**config.mk**
```make
export PLATFORM = sky130hd
export DESIGN_NAME = imem_boot_ctrl_flat
export DESIGN_NICKNAME = d
export VERILOG_FILES = /design/src/rtl/imem_boot_ctrl_if.sv /design/src/rtl/imem_boot_ctrl.sv /design/src/flat_wrapper.sv
export SDC_FILE = /design/constraint.sdc
export NUM_CORES = 1
export LEC_CHECK = 0
export CORE_UTILIZATION = 41
export CTS_CLUSTER_SIZE = 8
export DETAILED_ROUTE_END_ITERATION = 16
export HOLD_SLACK_MARGIN = 0.15
export PLACE_DENSITY = 0.7
export SLEW_MARGIN = 30
export SYNTH_ARGS = -nofsm -noshare
export SYNTH_HDL_FRONTEND = slang
export SYNTH_SLANG_ARGS = --single-unit
```
**constraint.sdc**
```tcl
create_clock -name clk -period 2.8 [get_ports clk]
set_input_delay 0.42 -clock clk [delete_from_list [all_inputs] [get_ports clk]]
set_output_delay 0.42 -clock clk [all_outputs]
set_load 0.05 [all_outputs]
```
**src/rtl/imem_boot_ctrl_if.sv**
```systemverilog
// Loader stream and instruction-memory load port of the boot sequencer.
// slave: the sequencer's side; master: the host/loader and processor side.
interface imem_boot_ctrl_if #(
  parameter int ADDR_W = 8,
  parameter int DATA_W = 32
);
  logic              s_valid;
  logic [DATA_W-1:0] s_data;
  logic              s_ready;
  logic              init;
  logic [ADDR_W-1:0] init_addr;
  logic [DATA_W-1:0] init_data;

  modport master (
    output s_valid, s_data,
    input  s_ready, init, init_addr, init_data
  );

  modport slave (
    input  s_valid, s_data,
    output s_ready, init, init_addr, init_data
  );
endinterface

```
**src/rtl/imem_boot_ctrl.sv**
```systemverilog
// Boot sequencer: streams words into instruction memory, then releases the core from reset.
// Optional BOOT_CHECKSUM_EN adds exp_sum and a wrap-around sum check before release.
module imem_boot_ctrl #(
  parameter int ADDR_W      = 8,
  parameter int DATA_W      = 32,
  parameter int HOLD_CYCLES = 4
) (
  input  logic              clk,
  input  logic              reset,
  input  logic              start,
  input  logic [ADDR_W:0]   word_count,
  input  logic              abort,
`ifdef BOOT_CHECKSUM_EN
  input  logic [DATA_W-1:0] exp_sum,
`endif
  imem_boot_ctrl_if.slave   ldr,
  output logic              core_reset,
  output logic              busy,
  output logic              done,
  output logic              err
);

  typedef enum logic [1:0] {IDLE, LOAD, HOLD, RUN} state_t;

  localparam int HCW = (HOLD_CYCLES > 1) ? $clog2(HOLD_CYCLES) : 1;
  localparam logic [HCW-1:0]  HOLD_LAST = HCW'(HOLD_CYCLES - 1);
  localparam logic [HCW-1:0]  HOLD_ONE  = HCW'(1);
  localparam logic [ADDR_W:0] MAX_WORDS = {1'b1, {ADDR_W{1'b0}}};
  localparam logic [ADDR_W:0] CNT_ONE   = {{ADDR_W{1'b0}}, 1'b1};

  state_t            state_q, state_d;
  logic [ADDR_W:0]   cnt_q, cnt_d;
  logic [ADDR_W:0]   addr_q, addr_d;
  logic [HCW-1:0]    hold_q, hold_d;
  logic              err_q, err_d;
  logic              init_q, init_d;
  logic [ADDR_W-1:0] init_addr_q, init_addr_d;
  logic [DATA_W-1:0] init_data_q, init_data_d;
  logic              accept;
  logic              sum_ok;
`ifdef BOOT_CHECKSUM_EN
  logic [DATA_W-1:0] sum_q, sum_d;
  logic [DATA_W-1:0] exp_q, exp_d;
`endif

  assign accept = (state_q == LOAD) && ldr.s_valid;

`ifdef BOOT_CHECKSUM_EN
  assign sum_ok = (sum_q == exp_q);
`else
  assign sum_ok = 1'b1;
`endif

  always_comb begin
    state_d     = state_q;
    cnt_d       = cnt_q;
    addr_d      = addr_q;
    hold_d      = hold_q;
    err_d       = err_q;
    init_d      = 1'b0;
    init_addr_d = init_addr_q;
    init_data_d = init_data_q;
`ifdef BOOT_CHECKSUM_EN
    sum_d       = sum_q;
    exp_d       = exp_q;
`endif

    // Write port is driven one cycle after the accept, even if the load is aborted.
    if (accept) begin
      init_d      = 1'b1;
      init_addr_d = addr_q[ADDR_W-1:0];
      init_data_d = ldr.s_data;
      addr_d      = addr_q + CNT_ONE;
`ifdef BOOT_CHECKSUM_EN
      sum_d       = sum_q + ldr.s_data;
`endif
    end

    case (state_q)
      IDLE, RUN: begin
        if ((state_q == RUN) && abort) begin
          state_d = IDLE;
        end else if (start) begin
          if (word_count > MAX_WORDS) begin
            err_d = 1'b1;
          end else begin
            err_d  = 1'b0;
            addr_d = '0;
            hold_d = '0;
            cnt_d  = word_count;
`ifdef BOOT_CHECKSUM_EN
            sum_d  = '0;
            exp_d  = exp_sum;
`endif
            state_d = (word_count == '0) ? HOLD : LOAD;
          end
        end
      end
      LOAD: begin
        if (abort) begin
          state_d = IDLE;
          err_d   = 1'b1;
        end else if (accept && (addr_q == cnt_q - CNT_ONE)) begin
          state_d = HOLD;
          hold_d  = '0;
        end
      end
      HOLD: begin
        if (hold_q == HOLD_LAST) begin
          if (sum_ok) begin
            state_d = RUN;
          end else begin
            state_d = IDLE;
            err_d   = 1'b1;
          end
        end else begin
          hold_d = hold_q + HOLD_ONE;
        end
      end
      default: state_d = IDLE;
    endcase
  end

  always_ff @(posedge clk) begin
    if (!reset) begin
      state_q     <= IDLE;
      cnt_q       <= '0;
      addr_q      <= '0;
      hold_q      <= '0;
      err_q       <= 1'b0;
      init_q      <= 1'b0;
      init_addr_q <= '0;
      init_data_q <= '0;
`ifdef BOOT_CHECKSUM_EN
      sum_q       <= '0;
      exp_q       <= '0;
`endif
    end else begin
      state_q     <= state_d;
      cnt_q       <= cnt_d;
      addr_q      <= addr_d;
      hold_q      <= hold_d;
      err_q       <= err_d;
      init_q      <= init_d;
      init_addr_q <= init_addr_d;
      init_data_q <= init_data_d;
`ifdef BOOT_CHECKSUM_EN
      sum_q       <= sum_d;
      exp_q       <= exp_d;
`endif
    end
  end

  assign ldr.s_ready   = (state_q == LOAD);
  assign ldr.init      = init_q;
  assign ldr.init_addr = init_addr_q;
  assign ldr.init_data = init_data_q;
  assign core_reset    = (state_q != RUN);
  assign busy          = (state_q == LOAD) || (state_q == HOLD);
  assign done          = (state_q == RUN);
  assign err           = err_q;

endmodule

```
**src/flat_wrapper.sv**
```systemverilog
// flat-port wrapper written by rule: the top's interface ports become plain ports
module imem_boot_ctrl_flat 
#(
  parameter int ADDR_W      = 8,
  parameter int DATA_W      = 32,
  parameter int HOLD_CYCLES = 4
)
  (clk, reset, start, word_count, abort, core_reset, busy, done, err, ldr_s_valid, ldr_s_data, ldr_s_ready, ldr_init, ldr_init_addr, ldr_init_data);
  imem_boot_ctrl_if #(.ADDR_W(ADDR_W), .DATA_W(DATA_W)) ldr_i ();
  input  logic clk;
  input  logic reset;
  input  logic start;
  input  logic [ADDR_W:0] word_count;
  input  logic abort;
  output logic core_reset;
  output logic busy;
  output logic done;
  output logic err;
  input wire logic [$bits(ldr_i.s_valid)-1:0] ldr_s_valid;
  input wire logic [$bits(ldr_i.s_data)-1:0] ldr_s_data;
  output wire logic [$bits(ldr_i.s_ready)-1:0] ldr_s_ready;
  output wire logic [$bits(ldr_i.init)-1:0] ldr_init;
  output wire logic [$bits(ldr_i.init_addr)-1:0] ldr_init_addr;
  output wire logic [$bits(ldr_i.init_data)-1:0] ldr_init_data;
  assign ldr_i.s_valid = ldr_s_valid;
  assign ldr_i.s_data = ldr_s_data;
  assign ldr_s_ready = ldr_i.s_ready;
  assign ldr_init = ldr_i.init;
  assign ldr_init_addr = ldr_i.init_addr;
  assign ldr_init_data = ldr_i.init_data;
  imem_boot_ctrl #(.ADDR_W(ADDR_W), .DATA_W(DATA_W), .HOLD_CYCLES(HOLD_CYCLES)) u_core (.clk(clk), .reset(reset), .start(start), .word_count(word_count), .abort(abort), .ldr(ldr_i), .core_reset(core_reset), .busy(busy), .done(done), .err(err));
endmodule
```
==> flow_summary.toml <==
[global_route]
grt_pass1_vias = 2404
grt.total_usage = 0.1891
antenna_found_initial = 0
grt_max_degree = 42
overflow = 0
grt_pass1_wl_um = 10900

[critical_path]
arrival_ns = 2.08
required_ns = 2.38
crit_slowest_cell = "clkdlybuf4s50_1"
cp-start-kind = "register"
path_cells = "inv_1, ha_1, inv_1, clkdlybuf4s50_1"
r2r_start = "u_core.cnt_q[0]"
rrSetupSlack_ns = 0.41
r2r_cells = 8
worstPathMaxFanout = 5
cp-end-kind = "output port"
crit_cells = 4
timing_worst_setup_path_type = "register to output port"
reg2reg_to = "u_core.hold_q[1]"
endpoint = "busy"
crit_start = "u_core.state_q[0]"
critical_path_buf_inv_count = 3
cpMostUsedCell = "inv_1"
critical-path-top-delay-family = "buffers and inverters"
max_stage_delay_ns = 0.82

[pwr]
power_leakage_uw = 0.001515
p_per_area_mw_per_mm2 = 686.1
peakVddDrop_uv = 363.1

[synth]
syn_area_sq_mm = 0.002913
synthTopCellsByArea = "dfxtp_1, nand2_1, a21boi_0"
yosysWarningCount = 0
syn_avg_cell_area_sq_um = 8.492
synthFlopType = "dfxtp_1"
async_flop_share = 0
ys_seq_area_frac = 0.4399
yosysTopAreaCell = "dfxtp_1"
syn_nets = 395
synth-edff-count = 0
ys_seq_elements = 64
synthCells = 343
yosys.area.top_type_share = 0.4399
synth_cell_types = 44

[flow_run]
cap_violations = 0

[timing]
report.final.setup_viol = 0
fin_crit_sh = 0.8938
period_needed_ns = 2.503
maxSlewViolCount = 0
rsz0062_at_grt = "false"
finClkSkew_ns = 0.006475
layout_setup_ws_ns = 0.2972
finalSetupTns_ns = 0
relSlewSlack = 0.5324
hold_violations = 0
hold_slack_ns = 0.4599
max_freq_mhz = 399.6
worst_slew_pin_slew_ns = 0.6991

[floorplanning]
top_level_ports = 92
coreArea_sq_mm = 0.006832
initial_core_util = 0.4264
die_area_sq_mm = 0.007445
rows = 30
die_w_um = 86.29
die_y_um = 86.29

[place]
numPortBuffers = 91
place_area_sq_mm = 0.003899
place_congestion = 0.8108
dp_slack_ns = 0.3678
place_hpwl_um = 4750

[final_layout]
nNetsFinal = 483
final_cell_mix = "nand2_1, clkdlybuf4s50_1, dfxtp_1"
stdcell_area_sq_mm = 0.004098
fillers = 643
final_common_cell = "nand2_1"
synthToLayoutAreaGrowth_pct = 40.68
layout-drive-gt1-share = 0.05505
antennaDiodeCount = 0

[routing]
drc = 0
vias = 2542
top_layer = "met4"
wl_per_cell_um = 12.58
met3_length_um = 310
antenna_left = 0
dr.first_iter.drc_count = 129
vias_per_cell = 4.778
first_pass_iters = 6
wl_um = 6690
wl_met1_um = 3057
met2_length_um = 3117

[worst_hold_path]
hold_class = "register to register"
hold_path_startpoint = "u_core.ldr.init_data[7]"

[clock_tree]
cts_tree = "built"
cts_root_buffer = "clkbuf_8"
path_clk_slew_ns = 0.07
cts_resized = 0
cts.sinks = 64
post_cts_buffers = 0
clk_latency_ns = 0.34
clk_path_buf_depth = 2
cts_max_level = 3
numCtsBuffers = 9
cts_hold_buf = 0

[run_status]
status = "finished clean"
[tightest hold or removal path: stages (launching register included)]
cell and delay [ns]:
dfxtp_1 0.31, nand2_1 0.04, a21boi_0 0.06
[cells by family (layout without fill, tap and decap cells)]
logic type               Yosys count  count (layout)  synth area share
adder cells (fa/ha/maj)            6               6           0.02577
flip-flops                        64              64            0.4399
XOR/XNOR                          19              19           0.05713
AND/OR/NAND/NOR                  150             150            0.2242
AO/OA/AOI/OAI                     63              63            0.1671
multiplexers                      13              13           0.04467
buffers and inverters             28             121           0.04124
[worst min-delay path by stage]
| stage | end | cells after the start |
|---|---|---|
| 2_1_floorplan | u_core.hold_q[1] | 2 |
| 4_1_cts | u_core.ldr.init_data[7] | 2 |
| 6_report | u_core.ldr.init_data[7] | 2 |
| 3_3_place_gp | u_core.ldr.init_data[14] | 2 |
| 3_5_place_dp | u_core.ldr.init_data[7] | 2 |
| 5_1_grt | u_core.ldr.init_data[2] | 2 |
[Yosys cell counts, types with 2 or more instances]
cell type  number
a21boi_0       40
xnor2_1        11
mux2i_1        13
ha_1            6
a21oi_1         4
buf_2           2
buf_1           2
nand3_1         4
nand4_1         2
nor4_1          4
inv_1           8
nor2_1         12
dfxtp_1        64
and3_1          3
nand2_1       103
xor2_1          8
o21ai_1         2
clkbuf_1       13
nor3_1          3
nor2b_1        12
o21ai_0         4
[final cells by class]
cell class                      count  area [sq um]  area share
Multi-Input combinational cell    251          1511      0.3689
Sequential cell                    64          1281      0.3127
Timing Repair Buffer               97         955.9      0.2333
Clock buffer                       13         158.9     0.03878
Tap cell                           96         120.1     0.02931
Clock inverter                      3         40.04    0.009771
Inverter                            8         30.03    0.007328
[stage by stage]
stage,utilization,power [uW],cells
2_1_floorplan,-,1729,343
3_3_place_gp,0.5707,2028,516
3_5_place_dp,0.5707,2039,516
4_1_cts,0.5998,2848,532
5_1_grt,0.5998,2965,532
6_report,0.5998,2812,532
[report_power, final]
part	internal (uW)	switching [uW]
clock	458	341
sequential	997	62.1
combinational	359	594
total	1810	998
[layer usage]
metal | track usage | vias to the layer above
met5 | 0 | -
met1 | 0.2271 | 1143
met2 | 0.3139 | 66
met4 | 0.1106 | 0
met3 | 0.03905 | 16
li1 | - | 1317
[flip-flops by register name, summed over array words and instances (netlist names)]
| register | count |
|---|---|
| u_core.ldr.init_data | 32 |
| u_core.addr_q | 9 |
| u_core.cnt_q | 9 |
| u_core.ldr.init_addr | 8 |
| u_core.hold_q | 2 |
| u_core.state_q | 2 |
| u_core.err | 1 |
| u_core.ldr.init | 1 |
No activity file was read; power rests on OpenSTA's default activity.
